===== src/rtl/add4_stimulus_checker_sat_counter.sv =====
// Saturating up-counter with synchronous active-high clear.
// Holds at all-ones instead of wrapping.
module sat_counter #(
    parameter int CNT_W = 16
) (
    input  logic             clk,
    input  logic             rst,
    input  logic             inc,
    output logic [CNT_W-1:0] count
);

    // Count increments, clamped at the maximum value
    always_ff @(posedge clk) begin
        if (rst) begin
            count <= {CNT_W{1'b0}};
        end else if (inc && (count != {CNT_W{1'b1}})) begin
            count <= count + {{(CNT_W-1){1'b0}}, 1'b1};
        end else begin
            count <= count;
        end
    end

endmodule


===== config.mk =====
export PLATFORM = sky130hd
export DESIGN_NAME = sat_counter
export DESIGN_NICKNAME = d
export VERILOG_FILES = /design/src/rtl/add4_stimulus_checker_sat_counter.sv
export SDC_FILE = /design/constraint.sdc
export NUM_CORES = 1
export LEC_CHECK = 0
export CORE_AREA = 2 2 46 48
export CTS_CLUSTER_SIZE = 24
export DETAILED_ROUTE_END_ITERATION = 12
export DIE_AREA = 0 0 48 50
export PLACE_DENSITY = 0.77
export SLEW_MARGIN = 20
export SYNTH_ARGS = -nofsm -noshare
export SYNTH_HDL_FRONTEND = slang
export SYNTH_SLANG_ARGS = --single-unit
export TNS_END_PERCENT = 5

===== constraint.sdc =====
create_clock -name clk -period 2.1 [get_ports clk]
set_input_delay 0.315 -clock clk [delete_from_list [all_inputs] [get_ports clk]]
set_output_delay 0.315 -clock clk [all_outputs]
set_load 0.05 [all_outputs]

==> out/metrics.json <==
{
  "yosys": {
    "simple_logic_cell_fraction_of_the_synthesized_area": 0.364,
    "main_combinational_cell_family_by_area_after_synthesis": "simple AND/OR/NAND/NOR gates",
    "synth-xor-area-share": 0.0206,
    "synth_compound_gate_area_share": 0.165,
    "synth_area_leader_cell": "sky130_fd_sc_hd__dfxtp_1",
    "mux_cell_area_share_after_synthesis": 0.0251,
    "synth.yosys.warnings": 0,
    "synth.area.top_cells": "sky130_fd_sc_hd__dfxtp_1, sky130_fd_sc_hd__or4_1, sky130_fd_sc_hd__a21oi_1",
    "post_synth_inst_count": 99,
    "syn_area_per_cell_um2": 8.57,
    "syn-cell-area_um2": 848,
    "netlist.area_leader.share": 0.378,
    "syn_nets": 103,
    "synth_cell_type_count": 31,
    "seq_area_frac_synth": 0.378,
    "yosys.area_share.adder": 0.0147,
    "synth-seq-cells": 16
  },
  "status": {
    "outcome": "finished, final reports clean"
  },
  "power": {
    "cellInternalPower_mw": 0.426,
    "combinational_fraction_of_design_power": 0.069,
    "power.clock.fraction": 0.362,
    "power.density_cell_area_nw_per_um2": 490,
    "irDropWorstVdd_mv": 0.380,
    "p_seq_frac": 0.569,
    "power.share.switching": 0.219,
    "total_switching_power_mw": 0.119,
    "power.static_leakage_nw": 0.359
  },
  "worst_setup_path": {
    "critPathArrivalTime_ps": 1610,
    "startpoint_type": "register",
    "worst_setup_path_end_kind": "output pin",
    "timing.critical_path.max_delay_family": "buffers and inverters",
    "critical_setup_path_class": "register to output pin",
    "cp_cell_sequence": "clkdlybuf4s50_1",
    "crit_path_max_incr_delay_ps": 850,
    "worst_ep_required_time_ps": 1780,
    "timing.critical_path.fanout_max": 7,
    "worstPathBufferInverterCount": 1,
    "cpMaxStageDelayCell": "sky130_fd_sc_hd__clkdlybuf4s50_1"
  },
  "clock_network": {
    "clk_path_buf_depth": 2,
    "worstSkewPairLatency_ps": 280,
    "postCtsHoldBufs": 0,
    "cts_inserted_buffers": 3,
    "cts.repair_timing.setup_buffer_count": 0,
    "worst_setup_hold_path_clk_slew_ps": 90,
    "htreeDepth": 1,
    "tritoncts": "done",
    "clock_sinks": 16,
    "cts_repair_resize_count": 0,
    "clock-root-buffer": "sky130_fd_sc_hd__clkbuf_4"
  },
  "placed_design": {
    "dpl.hpwl_um": 1480,
    "final_weighted_congestion_in_routability_driven_placement": 0.798,
    "io_buffer_count": 18,
    "place_inst": 144
  },
  "global_route": {
    "wire_length_of_the_first_global_routing_pass_um": 3510,
    "grt_overflow": 0,
    "grt_antenna_before_repair": 0,
    "first_global_vias": 833,
    "grt_usage": 0.196,
    "grt_max_degree": 11
  },
  "run": {
    "max_cap_viol_count": 0
  },
  "layout": {
    "post_layout_nonfiller_instances": 148,
    "mostFrequentLayoutCell": "sky130_fd_sc_hd__clkdlybuf4s50_1",
    "final_core_util": 0.585,
    "synthToLayoutAreaGrowth_pct": 31.1,
    "largest_register_ffs": 16,
    "antennaDiodeCount": 0,
    "layout-drive-gt1-share": 0.0992,
    "largest_register_by_flop_count": "count",
    "largestRegisters": "count x16",
    "final_cell_mix": "sky130_fd_sc_hd__clkdlybuf4s50_1, sky130_fd_sc_hd__dfxtp_1, sky130_fd_sc_hd__a21oi_1, sky130_fd_sc_hd__or4_1",
    "total_nets_final": 126,
    "fill_cells": 172
  },
  "sta": {
    "fmax_mhz": 520,
    "finalCriticalPeriod_ps": 1920,
    "max_slew_margin": 0.667,
    "transition_at_the_pin_with_the_smallest_max_transition_slack_ps": 493,
    "setup_tns_ps": 0,
    "final-hold-violation-count": 0,
    "clock_skew_ps": 3.14,
    "final-setup-viol-count": 0,
    "layout_worst_path_cycle_share": 0.916,
    "maxSlewViolCount": 0,
    "unrepaired_setup_endpoints_after_global_routing": "false"
  },
  "hold_path": {
    "hp-class": "register to register"
  },
  "detailed_routing": {
    "route.final.wire_length_um": 1940,
    "drc": 0,
    "detail_route.wl_per_cell_um": 13.1,
    "drt_iter0_markers": 6,
    "ant_nets": 0,
    "detail_route.first_pass.iterations": 4,
    "per_cell_via_count_in_the_routed_design": 5.68,
    "route.vias.total": 840
  },
  "die": {
    "top_level_ports": 19,
    "fp.dieW_um": 48,
    "floorplan.die.height_um": 50,
    "core_um2": 1900,
    "core.rowCount": 16,
    "floorplan.initialDensity": 0.446,
    "fp.dieArea_um2": 2400
  }
}
==> Yosys cell counts <==
library cell and number:
sky130_fd_sc_hd__a21oi_1 10, sky130_fd_sc_hd__and3_1 1, sky130_fd_sc_hd__and4_1 3, sky130_fd_sc_hd__buf_1 1, sky130_fd_sc_hd__buf_2 1, sky130_fd_sc_hd__clkbuf_1 2, sky130_fd_sc_hd__dfxtp_1 16, sky130_fd_sc_hd__ha_1 1
sky130_fd_sc_hd__inv_1 3, sky130_fd_sc_hd__mux2_2 1, sky130_fd_sc_hd__mux2i_1 1, sky130_fd_sc_hd__nand2_1 6, sky130_fd_sc_hd__nand2_2 1, sky130_fd_sc_hd__nand3_1 6, sky130_fd_sc_hd__nand3b_1 1, sky130_fd_sc_hd__nand4_1 3
sky130_fd_sc_hd__nand4_4 1, sky130_fd_sc_hd__nor2_1 6, sky130_fd_sc_hd__nor2b_1 2, sky130_fd_sc_hd__nor3_1 4, sky130_fd_sc_hd__nor4_1 2, sky130_fd_sc_hd__nor4_4 1, sky130_fd_sc_hd__nor4bb_1 1, sky130_fd_sc_hd__o21a_1 1
sky130_fd_sc_hd__o21ai_0 4, sky130_fd_sc_hd__o311ai_0 1, sky130_fd_sc_hd__o31ai_1 6, sky130_fd_sc_hd__o41ai_1 1, sky130_fd_sc_hd__or3_1 3, sky130_fd_sc_hd__or4_1 7, sky130_fd_sc_hd__xnor2_1 2
==> layer usage <==
| metal | up-vias | global-route usage | routed length [um] |
|---|---|---|---|
| met5 | - | 0 | 0 |
| met3 | 4 | 0.0330 | 56 |
| met2 | 21 | 0.307 | 963 |
| met4 | 0 | 0.0721 | 31 |
| met1 | 389 | 0.262 | 885 |
| li1 | 426 | - | - |
==> cell families (layout without fill, tap and decap cells) <==
family | Yosys count | count (layout)
xor+xnor | 2 | 2
simple gates | 48 | 48
mux | 2 | 2
compound gates | 23 | 23
fa+ha+maj | 1 | 1
buf+inv | 7 | 29
flops | 16 | 16
==> area by class of cell <==
type,count,area (um2),area share
Timing Repair Buffer,22,210,0.189
Sequential cell,16,320,0.288
Multi-Input combinational cell,76,500,0.450
Inverter,3,11.3,0.0101
Clock buffer,4,36.3,0.0326
Tap cell,27,33.8,0.0304
==> power groups by stage <==
stage / sequential [mW] / clock (mW) / combinational [mW]
global route: 0.311 / 0.218 / 0.0403
floorplan: 0.326 / 0 / 0.0110
CTS: 0.310 / 0.202 / 0.0375
finish: 0.310 / 0.197 / 0.0374
detailed placement: 0.317 / 0 / 0.0372
global placement: 0.317 / 0 / 0.0361
==> final timing paths <==
| check | startpoint | to | slack, ps | cells past startpoint |
|---|---|---|---|---|
| worst min register to register | count[9] | count[9] | 550 | 2 |
| worst max-delay path | count[5] | count[5] | 180 | 1 |
| worst min-delay path | count[9] | count[9] | 550 | 2 |
| worst max register to register | count[0] | count[15] | 330 | 6 |
==> tightest hold or removal path: stages (launching register included) <==
cell and delay, ps:
sky130_fd_sc_hd__dfxtp_1 360, sky130_fd_sc_hd__o31ai_1 90, sky130_fd_sc_hd__a21oi_1 60
==> through the flow <==
| step | hold WS [ps] | total power [mW] | area, um2 | setup slack (ps) |
|---|---|---|---|---|
| 2_1_floorplan | 475 | 0.337 | 848 | 122 |
| 6_report | 551 | 0.545 | 1110 | 177 |
| 3_3_place_gp | 514 | 0.353 | 1080 | 366 |
| 5_1_grt | 572 | 0.570 | 1110 | 90.8 |
| 3_5_place_dp | 542 | 0.355 | 1080 | 347 |
| 4_1_cts | 555 | 0.550 | 1110 | 163 |
No activity file was read; power rests on OpenSTA's default activity.
